**config.mk**
```make
export PLATFORM = sky130hd
export DESIGN_NAME = ones_mod4_frame_tx_flat
export DESIGN_NICKNAME = d
export VERILOG_FILES = /design/src/rtl/ones_mod4_pkg.sv /design/src/rtl/ones_mod4_frame_tx_if.sv /design/src/rtl/ones_mod4_counter.sv /design/src/rtl/ones_mod4_frame_tx.sv /design/src/flat_wrapper.sv
export SDC_FILE = /design/constraint.sdc
export NUM_CORES = 1
export LEC_CHECK = 0
export ABC_AREA = 0
export BUFFER_PORTS_ARGS = -buffer_cell sky130_fd_sc_hd__buf_4
export CAP_MARGIN = 15
export CELL_PAD_IN_SITES_DETAIL_PLACEMENT = 2
export CELL_PAD_IN_SITES_GLOBAL_PLACEMENT = 2
export CORE_MARGIN = 5
export CORE_UTILIZATION = 32
export CTS_CLUSTER_DIAMETER = 50
export DETAILED_ROUTE_END_ITERATION = 8
export MAX_ROUTING_LAYER = met4
export PLACE_DENSITY_LB_ADDON = 0.1
export REMOVE_ABC_BUFFERS = 1
export SYNTH_ARGS = -nofsm -noshare
export SYNTH_HDL_FRONTEND = slang
export SYNTH_SLANG_ARGS = --single-unit
```
**constraint.sdc**
```tcl
create_clock -name clk -period 1.6 [get_ports clk]
set_input_delay 0.48 -clock clk [delete_from_list [all_inputs] [get_ports clk]]
set_output_delay 0.48 -clock clk [all_outputs]
set_load 0.01 [all_outputs]
```
**src/rtl/ones_mod4_pkg.sv**
```systemverilog
// ones_mod4_pkg: shared types and constants for the ones_mod4 frame
// transmitter.
//   state_t  : FSM states, IDLE / DATA / PAD
//   PAD_W    : number of pad bits appended after the payload
//   pad_ones : number of leading pad ones needed to bring the frame's count
//              of ones to a multiple of 4, given the payload ones count mod 4
package ones_mod4_pkg;

  localparam int PAD_W = 3;

  typedef enum logic [1:0] {
    IDLE = 2'd0,
    DATA = 2'd1,
    PAD  = 2'd2
  } state_t;

  // (4 - cnt) mod 4 is simply the 2-bit two's complement of cnt.
  function automatic logic [1:0] pad_ones(input logic [1:0] cnt);
    return 2'd0 - cnt;
  endfunction

endpackage

```
**src/rtl/ones_mod4_frame_tx_if.sv**
```systemverilog
// ones_mod4_frame_tx_if: word-in / bit-out bus of the frame transmitter.
//   din, din_valid   : parallel payload word offered by the producer
//   din_ready        : transmitter accepts a word this cycle
//   dout, dout_valid : serial frame bit and its qualifier
//   frame_done       : pulse on the last pad bit of each frame
// Handshake: a word transfers on a rising clk edge where din_valid and
// din_ready are both 1; din is captured at that edge. din_valid while
// din_ready is 0 has no effect. dout/dout_valid carry no backpressure.
interface ones_mod4_frame_tx_if #(
  parameter int DATA_W = 8
);
  logic [DATA_W-1:0] din;
  logic              din_valid;
  logic              din_ready;
  logic              dout;
  logic              dout_valid;
  logic              frame_done;

  modport master (
    output din, din_valid,
    input  din_ready, dout, dout_valid, frame_done
  );

  modport slave (
    input  din, din_valid,
    output din_ready, dout, dout_valid, frame_done
  );
endinterface

```
**src/rtl/ones_mod4_counter.sv**
```systemverilog
// ones_mod4_counter: 2-bit count of payload ones, modulo 4.
//   clk, reset : clock and synchronous active-high reset
//   clear      : restart the count at 0 (a new word was accepted)
//   inc        : a payload 1 was emitted this cycle
//   count      : ones seen so far, wrapping 3 -> 0
module ones_mod4_counter (
  input  logic       clk,
  input  logic       reset,
  input  logic       clear,
  input  logic       inc,
  output logic [1:0] count
);

  always_ff @(posedge clk) begin
    if (reset) begin
      count <= 2'd0;
    end else if (clear) begin
      count <= 2'd0;
    end else if (inc) begin
      count <= count + 2'd1;
    end
  end

endmodule

```
**src/rtl/ones_mod4_frame_tx.sv**
```systemverilog
// ones_mod4_frame_tx: serializes each accepted DATA_W-bit word, MSB first,
// followed by PAD_W pad bits whose leading ones make the frame's total count
// of ones a multiple of 4.
//   clk, reset : clock and synchronous active-high reset
//   bus        : slave side of ones_mod4_frame_tx_if (din/din_valid/din_ready
//                in, dout/dout_valid/frame_done out)
//   state_dbg  : current FSM state, for observation only
module ones_mod4_frame_tx
  import ones_mod4_pkg::*;
#(
  parameter int DATA_W = 8
) (
  input  logic                  clk,
  input  logic                  reset,
  ones_mod4_frame_tx_if.slave   bus,
  output state_t                state_dbg
);

  localparam int          BL_W     = (DATA_W > 1) ? $clog2(DATA_W) : 1;
  localparam logic [1:0]  PAD_LAST = 2'(PAD_W - 1);

  state_t            state;
  logic [DATA_W-1:0] shreg;      // payload bits not yet placed on dout
  logic [BL_W-1:0]   bits_left;  // payload bits still to follow the current one
  logic [1:0]        pad_idx;    // index of the pad bit currently on dout
  logic              dout_q;
  logic              dout_valid_q;
  logic              frame_done_q;

  logic              din_ready;
  logic              hs;
  logic              inc;
  logic [1:0]        cnt;
  logic [1:0]        cnt_final;
  logic [1:0]        k_data;
  logic [1:0]        k_pad;

  // Ready in IDLE or while the last pad bit is out, so back-to-back frames
  // run without a gap. Forced low in reset so a word cannot be lost then.
  assign din_ready = !reset &&
                     ((state == IDLE) || ((state == PAD) && (pad_idx == PAD_LAST)));
  assign hs        = bus.din_valid && din_ready;

  // The counter tracks bits already emitted; the bit on dout this cycle is
  // folded in at the edge that leaves it.
  assign inc       = (state == DATA) && dout_q;

  // On the edge leaving the last payload bit the counter has not yet absorbed
  // that bit, so the first pad bit uses the look-ahead sum. Later pad bits
  // use the settled count.
  assign cnt_final = cnt + {1'b0, dout_q};
  assign k_data    = pad_ones(cnt_final);
  assign k_pad     = pad_ones(cnt);

  ones_mod4_counter u_cnt (
    .clk   (clk),
    .reset (reset),
    .clear (hs),
    .inc   (inc),
    .count (cnt)
  );

  always_ff @(posedge clk) begin
    if (reset) begin
      state        <= IDLE;
      shreg        <= '0;
      bits_left    <= '0;
      pad_idx      <= 2'd0;
      dout_q       <= 1'b0;
      dout_valid_q <= 1'b0;
      frame_done_q <= 1'b0;
    end else if (hs) begin
      // Only reachable from IDLE or the last pad bit: start a new frame with
      // the MSB on dout in the very next cycle.
      state        <= DATA;
      dout_q       <= bus.din[DATA_W-1];
      shreg        <= bus.din << 1;
      bits_left    <= BL_W'(DATA_W - 1);
      pad_idx      <= 2'd0;
      dout_valid_q <= 1'b1;
      frame_done_q <= 1'b0;
    end else begin
      case (state)
        IDLE: begin
          dout_q       <= 1'b0;
          dout_valid_q <= 1'b0;
          frame_done_q <= 1'b0;
        end
        DATA: begin
          if (bits_left == '0) begin
            state        <= PAD;
            pad_idx      <= 2'd0;
            dout_q       <= (k_data != 2'd0);
            frame_done_q <= (PAD_LAST == 2'd0);
          end else begin
            dout_q    <= shreg[DATA_W-1];
            shreg     <= shreg << 1;
            bits_left <= bits_left - BL_W'(1);
          end
        end
        PAD: begin
          if (pad_idx == PAD_LAST) begin
            state        <= IDLE;
            dout_q       <= 1'b0;
            dout_valid_q <= 1'b0;
            frame_done_q <= 1'b0;
          end else begin
            pad_idx      <= pad_idx + 2'd1;
            // Pad bit j is a one exactly when j < k.
            dout_q       <= ((pad_idx + 2'd1) < k_pad);
            frame_done_q <= ((pad_idx + 2'd1) == PAD_LAST);
          end
        end
        default: begin
          state        <= IDLE;
          dout_q       <= 1'b0;
          dout_valid_q <= 1'b0;
          frame_done_q <= 1'b0;
        end
      endcase
    end
  end

  assign bus.din_ready  = din_ready;
  assign bus.dout       = dout_q;
  assign bus.dout_valid = dout_valid_q;
  assign bus.frame_done = frame_done_q;
  assign state_dbg      = state;

endmodule

```
**src/flat_wrapper.sv**
```systemverilog
// flat-port wrapper written by rule: the top's interface ports become plain ports
module ones_mod4_frame_tx_flat import ones_mod4_pkg::*;
#(
  parameter int DATA_W = 8
)
  (clk, reset, state_dbg, bus_din, bus_din_valid, bus_din_ready, bus_dout, bus_dout_valid, bus_frame_done);
  ones_mod4_frame_tx_if #(.DATA_W(DATA_W)) bus_i ();
  input  logic clk;
  input  logic reset;
  output state_t state_dbg;
  input wire logic [$bits(bus_i.din)-1:0] bus_din;
  input wire logic [$bits(bus_i.din_valid)-1:0] bus_din_valid;
  output wire logic [$bits(bus_i.din_ready)-1:0] bus_din_ready;
  output wire logic [$bits(bus_i.dout)-1:0] bus_dout;
  output wire logic [$bits(bus_i.dout_valid)-1:0] bus_dout_valid;
  output wire logic [$bits(bus_i.frame_done)-1:0] bus_frame_done;
  assign bus_i.din = bus_din;
  assign bus_i.din_valid = bus_din_valid;
  assign bus_din_ready = bus_i.din_ready;
  assign bus_dout = bus_i.dout;
  assign bus_dout_valid = bus_i.dout_valid;
  assign bus_frame_done = bus_i.frame_done;
  ones_mod4_frame_tx #(.DATA_W(DATA_W)) u_core (.clk(clk), .reset(reset), .bus(bus_i), .state_dbg(state_dbg));
endmodule
```
==> results.txt, run 1 <==
The clock network power share is 0.214. The met3 capacity usage during global routing is 0.0270. The worst setup path is launched from a flip-flop. The starting DRC count in detailed routing came out at 23. The number of global-route vias before repair came out at 1,209.

The arrival time reported for the critical path endpoint came out at 1.33 ns. After routing, the total negative slack on setup checks comes to -0.209 ns. The final layout net count came out at 179. In the layout the commonest cells are 34 x sky130_fd_sc_hd__buf_4, 16 x sky130_fd_sc_hd__nand2_1, 16 x sky130_fd_sc_hd__dfxtp_1.

The maximum vdd drop is 359 uV. The synthesized area per cell came out at 8.41 um^2. The die width is 67.1 um. The setup-violating endpoint count in the final report came out at 1. The TritonCTS clock tree is built. The maximum fanout along the worst path is 4. The number of CTS-inserted buffers came out at 3. The post-synthesis to final-layout area growth came out at 38.9%. The final worst-path setup slack is -0.209 ns. Setup repair after global routing could not meet its margin everywhere. Of the total power, registers draw 0.427. The number of storage elements in the synthesis netlist came out at 19. The static leakage came out at 0.577 nW. The flow ran to the end, but the final reports show violations. The most common library cell in the layout ignoring fill and taps is sky130_fd_sc_hd__buf_4. The class of the tightest hold or removal check is primary input to flip-flop. The full die area is 4500 um^2. STA classifies the critical path endpoint as an output port.

Of the cells placed in the final design, the portion with a size suffix greater than 1 is 0.386. The cell depth of the worst flop-to-flop path came out at 5. The number of search-and-repair iterations in the first detailed-routing pass came out at 4. The transition time at the pin with the least slew margin came out at 0.307 ns. Port buffering added 16 buffers. The number of distinct library cell variants in the gate-level netlist after synthesis is 31. The all-layer global routing usage is 0.181. The sequential fraction of the synthesis area is 0.365. In this run the number of H-tree levels came out at 1.

After detailed placement, the total cell area comes to 1270 um^2. The worst slack on hold paths came out at 0.404 ns. After layout, the design draws a total of 1.26 mW.

The number of cells in the finished layout apart from fillers is 202. The max-slew violation count came to 0. In the synthesized netlist, the number of instances is 124.

The initial core utilization is 0.339. The share of total power dissipated in combinational logic is 0.359. The count of warnings emitted by yosys came out at 0. After detailed routing, the number of vias per cell comes to 4.98. The estimated wirelength of the detail-placed design is 2450 um. The placed cell count came out at 191. The time the worst path needs with I/O delays and setup is 1.81 ns. The clock latency at the later pin of the worst-skew pair is 0.32 ns. The relative slew slack came out at 0.795. The number of antenna diodes in the final layout is 0. met2 is the most crowded layer. The last weighted congestion value of the routability-driven placer is 0.834. The detailed-route DRC error count came out at 0.

The classification of the worst setup path is flip-flop to output port. The filler cells instantiated in the layout total 347. For this run, global-route usage on met2 was measured as 0.323. The data required time of the worst path is 1.12 ns.

The wire length of the first global-routing pass came out at 5830 um. The core area is 3080 um^2. In this run the power density over the cells is 872 nW/um^2.

The total of hold buffers inserted after clock tree synthesis came out at 0. During I/O placement, the number of pins put on the boundary was 17. The wire length per cell after detailed routing is 17.1 um. The maximum number of buffers from clock root to sink came out at 2.

The checks that failed: negative setup slack. The met1 capacity usage during global routing came out at 0.204. In the finished design, the share of the clock period the worst path needs comes to 1.13. The clock input transition at the sequential cells of the worst setup and hold paths came out at 0.13 ns.

The number of max-capacitance violations reported came out at 0. Summing every instance area after synthesis gives 1040 um^2. Summing over every cut layer, the via total after detailed routing is 1,006. The die height came out at 67.1 um. The initial antenna violation count came out at 0. Timing would allow up to 553 MHz. Clock skew on the completed layout was measured at 0.00751 ns. The remaining antenna violation count came out at 0. The final hold violation count is 0. The total non-filler cell area in the finished layout came out at 1450 um^2. The switching power as a share of total power came out at 0.347. The power dissipated by switching net loads came out at 0.438 mW. After detailed routing, the total wire length is 3460 um. The cell sitting at the root of the clock tree is a sky130_fd_sc_hd__clkbuf_4. The internal power component came out at 0.824 mW. After global routing the overflow that remains totals 0. The number of placement rows is 20.

The hold-critical path depth came out at 3. The number of sinks on the clock net is 19. The maximum number of pins on one net before global-route repair came out at 12.
## per-layer routing
metal,vias to the layer above,share of wire
met2,23,0.49
met3,8,0.028
met5,-,0
met4,0,0.028
met1,488,0.45
li1,487,-
## timing repair
| item | CTS | global route |
|---|---|---|
| setup buffers | 4 | 3 |
| pin swaps | 3 | 4 |
| endpoints found under the setup margin | 2 | 10 |
| resized for setup | 14 | 12 |
## cell type report
type	count	area, um^2	area share
clock buffers	3	22.5	0.0156
clock inverters	1	5.00	0.00346
inverters	11	43.8	0.0303
multi-input cells	88	657	0.454
flip-flops and latches	19	387	0.267
well taps	44	55.1	0.0380
repair buffers	36	278	0.192
## cell families (layout without fill, tap and decap cells)
group / count (synthesis) / in the layout / synth area share
AO/OA/AOI/OAI: 33 / 33 / 0.221
AND/OR/NAND/NOR: 40 / 40 / 0.174
flip-flops: 19 / 19 / 0.365
multiplexers: 1 / 1 / 0.00960
XOR/XNOR: 5 / 5 / 0.0420
adder cells (fa/ha/maj): 9 / 9 / 0.108
buffers and inverters: 17 / 51 / 0.0804
## cells in the mapped netlist
cell type,number,share of area
sky130_fd_sc_hd__dfxtp_1,19,0.36
sky130_fd_sc_hd__nand2_1,16,0.058
sky130_fd_sc_hd__a21oi_1,13,0.062
sky130_fd_sc_hd__inv_1,11,0.040
sky130_fd_sc_hd__nor2_1,10,0.036
sky130_fd_sc_hd__ha_1,9,0.11
sky130_fd_sc_hd__o21ai_0,5,0.024
sky130_fd_sc_hd__nand3_1,4,0.019
sky130_fd_sc_hd__xnor2_1,4,0.034
sky130_fd_sc_hd__a211oi_1,3,0.022
sky130_fd_sc_hd__buf_4,3,0.022
sky130_fd_sc_hd__nor2b_1,3,0.018
sky130_fd_sc_hd__a211oi_2,2,0.024
sky130_fd_sc_hd__a21o_1,2,0.014
sky130_fd_sc_hd__a311oi_2,2,0.029
sky130_fd_sc_hd__nand4_1,2,0.012
sky130_fd_sc_hd__o31ai_1,2,0.014
sky130_fd_sc_hd__a21boi_0,1,0.0072
sky130_fd_sc_hd__a221oi_1,1,0.0084
sky130_fd_sc_hd__a32oi_1,1,0.0084
sky130_fd_sc_hd__and2_1,1,0.0060
sky130_fd_sc_hd__and2_4,1,0.0084
sky130_fd_sc_hd__buf_2,1,0.0048
sky130_fd_sc_hd__buf_6,1,0.011
sky130_fd_sc_hd__clkbuf_1,1,0.0036
sky130_fd_sc_hd__mux2i_1,1,0.0096
sky130_fd_sc_hd__nand2_2,1,0.0060
sky130_fd_sc_hd__nand2b_1,1,0.0060
sky130_fd_sc_hd__nor3_1,1,0.0048
sky130_fd_sc_hd__o21a_1,1,0.0072
sky130_fd_sc_hd__xor2_1,1,0.0084
## stage by stage
| step | util | worst slack (ns) |
|---|---|---|
| finish | 0.470 | -0.209 |
| CTS | 0.446 | -0.226 |
| global placement | 0.413 | 0.0416 |
| floorplan | - | 0.0654 |
| detailed placement | 0.413 | -0.0785 |
| global route | 0.470 | -0.275 |
## power by group through the flow
| stage | Sequential, mW | Clock [mW] | Combinational (mW) |
|---|---|---|---|
| finish | 0.539 | 0.270 | 0.453 |
| global route | 0.545 | 0.301 | 0.500 |
| CTS | 0.539 | 0.274 | 0.422 |
| detailed placement | 0.547 | 0 | 0.383 |
| global placement | 0.544 | 0 | 0.365 |
| floorplan | 0.546 | 0 | 0.205 |
## sequential cells by signal, summed over array words and instances (netlist names)
signal	count
u_core.bus.dout_valid	1
u_core.shreg	7
u_core.pad_idx	2
u_core.bus.dout	1
u_core.u_cnt.count	2
u_core.bits_left	3
u_core.bus.frame_done	1
u_core.state_dbg	2
## worst paths after layout
kind | from | end | slack, ns
hold / removal | bus_din[0] | u_core.shreg[1]$_SDFFE_PP0P_ | 0.40
setup reg to reg | u_core.state_dbg[0]$_SDFFE_PP0P_ | u_core.shreg[3]$_SDFFE_PP0P_ | 0.08
setup / recovery | u_core.state_dbg[1]$_SDFFE_PP0P_ | bus_din_ready | -0.21
hold reg to reg | u_core.shreg[5]$_SDFFE_PP0P_ | u_core.shreg[6]$_SDFFE_PP0P_ | 0.48
## worst max-delay path: stages, from the launching register on
cell and delay [ns]:
sky130_fd_sc_hd__dfxtp_4 0.41, sky130_fd_sc_hd__inv_4 0.05, sky130_fd_sc_hd__ha_4 0.15, sky130_fd_sc_hd__a21o_1 0.16
sky130_fd_sc_hd__nor2b_4 0.12, sky130_fd_sc_hd__buf_6 0.11
Note: power is estimated with default switching activity, not from simulation.
==> inputs of run 2 (changes only) <==
Settings changed: ABC_AREA 0 to 1, CORE_UTILIZATION 32 to 30, CTS_BUF_LIST set to sky130_fd_sc_hd__clkbuf_8 sky130_fd_sc_hd__clkbuf_16.
==> run 2 against run 1 <==
The flow still finishes with violations (negative setup slack). Core utilization is 1.3 points lower. Largest power group unchanged. Sequential power about the same. Critical endpoint unchanged. Critical path type unchanged. Non-clock buffer count decreased by 3. Register-to-register slack got worse by 0.03 ns. Global-route usage is 0.18 points lower.
==> results.txt, run 2 <==
The final worst-path setup slack is -0.0644 ns (was -0.209 ns). The class of the tightest hold or removal check is flip-flop to flip-flop (was primary input to flip-flop). The summed instance area of the synthesized netlist is 1040 um^2 (about the same).

The number of distinct library cell variants in the gate-level netlist after synthesis came out at 16 (was 31). The starting DRC count in detailed routing came out at 38 (was 23). The H-tree depth reported by CTS came out at 1 (unchanged). Violations in the final reports: negative setup slack (unchanged).

The detailed-route DRC error count is 0 (unchanged). The async set or reset register ratio after synthesis was 0 (unchanged). The estimated wirelength of the detail-placed design was 2610 um (was 2450 um). The static leakage came out at 0.749 nW (was 0.577 nW). The dominant cell type by area after synthesis is sky130_fd_sc_hd__dfxtp_1 (unchanged). The number of cells in the finished layout apart from fillers came out at 233 (was 202). The number of global-route vias before repair is 1,261 (was 1,209). The fraction of final layout cells with drive strength greater than 1 is 0.337 (was 0.386). The number of storage elements in the synthesis netlist came out at 19 (unchanged). Result of the run: finished with violations (unchanged).

The upper clock frequency limit came out at 601 MHz (was 553 MHz). Dominant cells by area after synthesis: sky130_fd_sc_hd__dfxtp_1 36%, sky130_fd_sc_hd__nand2_1 14%, sky130_fd_sc_hd__nand3_1 12% (was sky130_fd_sc_hd__dfxtp_1 36%, sky130_fd_sc_hd__ha_1 11%, sky130_fd_sc_hd__a21oi_1 6.2%). The via count normalized by instance count came out at 4.93 (was 4.98).

The final hold violation count came out at 0 (unchanged). The last weighted congestion value of the routability-driven placer was 0.889 (was 0.834). The endpoint of the most critical register-to-register path is u_core.shreg[6]$_SDFFE_PP0P_ (was u_core.shreg[3]$_SDFFE_PP0P_).

The clock tree skew after final layout came out at 0.00538 ns (was 0.00751 ns). The most common cell in the synthesized netlist is sky130_fd_sc_hd__nand2_1 (was sky130_fd_sc_hd__dfxtp_1). The cell depth of the worst flop-to-flop path is 11 (was 5).

The post-synthesis to final-layout area growth came out at 47.1% (was 38.9%). The hold-critical path depth was 1 (was 3). The worst slack after detailed placement is -0.0136 ns (was -0.0785 ns). The largest register by flop count is u_core.shreg (unchanged). The setup slack of the most critical reg-to-reg path is 0.05 ns (was 0.08 ns).

The end point of the worst hold path is u_core.bits_left[0]$_SDFFE_PP0P_ (was u_core.shreg[1]$_SDFFE_PP0P_). The number of sinks on the clock net is 19 (unchanged). The die height came out at 69.0 um (was 67.1 um). The area of the multi-input gates is 652 um^2 (was 657 um^2).

The number of placement rows came out at 21 (was 20). The final layout net count is 208 (was 179). The beginning of the worst register-to-register path was u_core.pad_idx[0]$_SDFFE_PP0P_ (was u_core.state_dbg[0]$_SDFFE_PP0P_). The sum of overflow across all layers after global routing is 0 (unchanged). The full die area is 4760 um^2 (was 4500 um^2). The maximum number of pins on one net before global-route repair is 15 (was 12). The setup-violating endpoint count in the final report came out at 1 (unchanged). The classification of the worst setup path is flip-flop to output port (unchanged). The synthesized area per cell is 6.87 um^2 (was 8.41 um^2). The count of warnings emitted by yosys is 0 (unchanged). The delay contributed by the slowest stage of the critical path is 0.36 ns (was 0.41 ns). The final-layout setup total negative slack is -0.0644 ns (was -0.209 ns). The maximum fanout along the worst path is 3 (was 4). The total of hold buffers inserted after clock tree synthesis is 0 (unchanged). The combined flip-flop and latch cell area came out at 390 um^2 (was 387 um^2).

The placed cell count is 217 (was 191). The core area is 3360 um^2 (was 3080 um^2). Regs by FF count: u_core.shreg x7, u_core.bits_left x3 (unchanged). The routed wire length came out at 4130 um (was 3460 um).

The maximum vdd drop is 302 uV (was 359 uV). The remaining antenna violation count came out at 0 (unchanged). The maximum number of buffers from clock root to sink came out at 2 (unchanged). The cell type of the slowest stage on the worst timing path was sky130_fd_sc_hd__dfxtp_4 (unchanged). The data required time of the worst path came out at 1.12 ns (about the same).

The number of vias in the routed layout was 1,148 (was 1,006). The most common library cell in the layout ignoring fill and taps is sky130_fd_sc_hd__nand2_1 (was sky130_fd_sc_hd__buf_4). The number of flops mapped to enable cells by yosys is 0 (unchanged). The max-slew violation count is 0 (unchanged). The relative slew slack was 0.857 (was 0.795). The worst hold path startpoint is u_core.bits_left[0]$_SDFFE_PP0P_ (was bus_din[0]). The initial core utilization came out at 0.311 (was 0.339). Commonest cells after routing, fill and taps aside: 33 x sky130_fd_sc_hd__nand2_1, 30 x sky130_fd_sc_hd__buf_4, 24 x sky130_fd_sc_hd__nand3_1 (was 34 x sky130_fd_sc_hd__buf_4, 16 x sky130_fd_sc_hd__nand2_1, 16 x sky130_fd_sc_hd__dfxtp_1). Ordered cell list for the critical path: inv_2, ha_4, nand2_4, a21oi_4, buf_6 (was inv_4, ha_4, a21o_1, nor2b_4, buf_6). The TritonCTS clock tree is built (unchanged). The number of search-and-repair iterations in the first detailed-routing pass is 4 (unchanged).

The sequential fraction of the synthesis area is 0.364 (was 0.365). The synthesized netlist cell count is 152 (was 124). The clock latency at the later pin of the worst-skew pair came out at 0.26 ns (was 0.32 ns).

The all-layer global routing usage came out at 0.179 (was 0.181). The kind of start point of the critical path is a flip-flop (unchanged). The number of flip-flops under the largest register name came out at 7 (unchanged). The arrival time reported for the critical path endpoint is 1.18 ns (was 1.33 ns). The top cell type's share of synthesized area is 0.364 (was 0.365).

The number of max-capacitance violations reported came out at 0 (unchanged). The antenna cell count was 0 (unchanged). The clock root buffer is sky130_fd_sc_hd__clkbuf_8 (was sky130_fd_sc_hd__clkbuf_4). The wire length per cell after detailed routing came out at 17.7 um (was 17.1 um). The transition time at the pin with the least slew margin is 0.212 ns (was 0.307 ns). Most frequent cells after synthesis: 39 x sky130_fd_sc_hd__nand2_1, 25 x sky130_fd_sc_hd__inv_1, 25 x sky130_fd_sc_hd__nand3_1, 19 x sky130_fd_sc_hd__dfxtp_1, 13 x sky130_fd_sc_hd__a21oi_1 (was 19 x sky130_fd_sc_hd__dfxtp_1, 16 x sky130_fd_sc_hd__nand2_1, 13 x sky130_fd_sc_hd__a21oi_1, 11 x sky130_fd_sc_hd__inv_1, 10 x sky130_fd_sc_hd__nor2_1). The clock input transition at the sequential cells of the worst setup and hold paths is 0.08 ns (was 0.13 ns). The die width is 69.0 um (was 67.1 um). The critical path capture point type is an output port (unchanged). The wire length of the first global-routing pass was 6560 um (was 5830 um). The count of input and output buffers came out at 16 (unchanged).

The post-route clock period utilization came out at 1.04 (was 1.13). Unrepaired setup endpoints after global routing: true (unchanged). The number of top-level pins came out at 17 (unchanged). The time the worst path needs with I/O delays and setup came to 1.66 ns (was 1.81 ns).

The flip-flop cell with the highest count after synthesis is sky130_fd_sc_hd__dfxtp_1 (unchanged). The initial antenna violation count is 0 (unchanged). The power per cell area came out at 905 nW/um^2 (was 872 nW/um^2). The number of fill cells in the layout is 403 (was 347).

The number of CTS-inserted buffers came out at 3 (unchanged).
-- run 2: changes by cell type after synthesis, moves of 2 or more --
cell	before	now
sky130_fd_sc_hd__a21o_1	2	0
sky130_fd_sc_hd__inv_1	11	25
sky130_fd_sc_hd__xnor2_1	4	1
sky130_fd_sc_hd__nand2_1	16	39
sky130_fd_sc_hd__nor2b_1	3	0
sky130_fd_sc_hd__inv_2	0	3
sky130_fd_sc_hd__nor2_1	10	7
sky130_fd_sc_hd__a211oi_1	3	0
sky130_fd_sc_hd__o31ai_1	2	0
sky130_fd_sc_hd__a311oi_2	2	0
sky130_fd_sc_hd__buf_4	3	1
sky130_fd_sc_hd__a211oi_2	2	0
sky130_fd_sc_hd__nand3_1	4	25
-- run 2: cell families (layout without fill, tap and decap cells) --
family	after synthesis	after routing	synth area share
compound gates	19	19	0.0922
fa+ha+maj	9	9	0.108
xor+xnor	1	1	0.00838
flops	19	19	0.364
simple gates	74	74	0.315
buf+inv	30	65	0.113
-- run 2: timing repair --
action	in CTS	in global routing
pin swaps	4	6
setup endpoints to repair	12	19
buffers inserted	7	4
gates resized for setup	19	23
gates cloned	0	1
-- run 2: per-layer routing --
metal  routed length, um  global-route usage
met4                 100              0.0759
met5                   0                   -
met2                2340               0.335
met1                1630               0.183
met3                  65              0.0262
-- run 2: worst max path at each step --
stage | slack [ns] | endpoint | startpoint | depth (start not counted)
5_1_grt | -0.12 | bus_din_ready | u_core.state_dbg[0]$_SDFFE_PP0P_ | 5
6_report | -0.06 | bus_din_ready | u_core.pad_idx[0]$_SDFFE_PP0P_ | 5
4_1_cts | -0.04 | bus_din_ready | u_core.state_dbg[0]$_SDFFE_PP0P_ | 5
3_3_place_gp | 0.09 | u_core.pad_idx[0]$_SDFFE_PP0P_ | u_core.state_dbg[1]$_SDFFE_PP0P_ | 7
3_5_place_dp | -0.01 | u_core.state_dbg[1]$_SDFFE_PP0P_ | u_core.state_dbg[0]$_SDFFE_PP0P_ | 9
2_1_floorplan | 0.07 | u_core.shreg[7]$_SDFFE_PP0P_ | u_core.state_dbg[1]$_SDFFE_PP0P_ | 8
-- run 2: where the power goes --
group          total [mW]  leakage [nW]  switching (mW)  internal (mW)
Clock               0.346        0.0269           0.175          0.171
Sequential          0.536         0.157          0.0272          0.509
Combinational       0.509         0.565           0.293          0.216
-- run 2: layout make-up --
class                           count  area share
Clock inverter                      1     0.00244
Inverter                           28      0.0749
Multi-Input combinational cell    103       0.424
Sequential cell                    19       0.254
Clock buffer                        3      0.0269
Timing Repair Buffer               33       0.180
Tap cell                           46      0.0375
-- run 2: through the flow --
step	util	power, mW	cell area [um^2]	hold WS, ns
detailed placement	0.371	0.904	1250	0.447
finish	0.457	1.39	1540	0.456
global route	0.457	1.48	1540	0.487
global placement	0.371	0.884	1250	0.439
floorplan	-	0.748	1030	0.422
CTS	0.418	1.29	1410	0.458
-- run 2: worst max-delay path, delay by kind of cell (launching register included) --
family          cells  cell delay [ns]
simple gates        1             0.06
compound gates      1             0.14
buf+inv             2             0.20
flops               1             0.36
fa+ha+maj           1             0.15
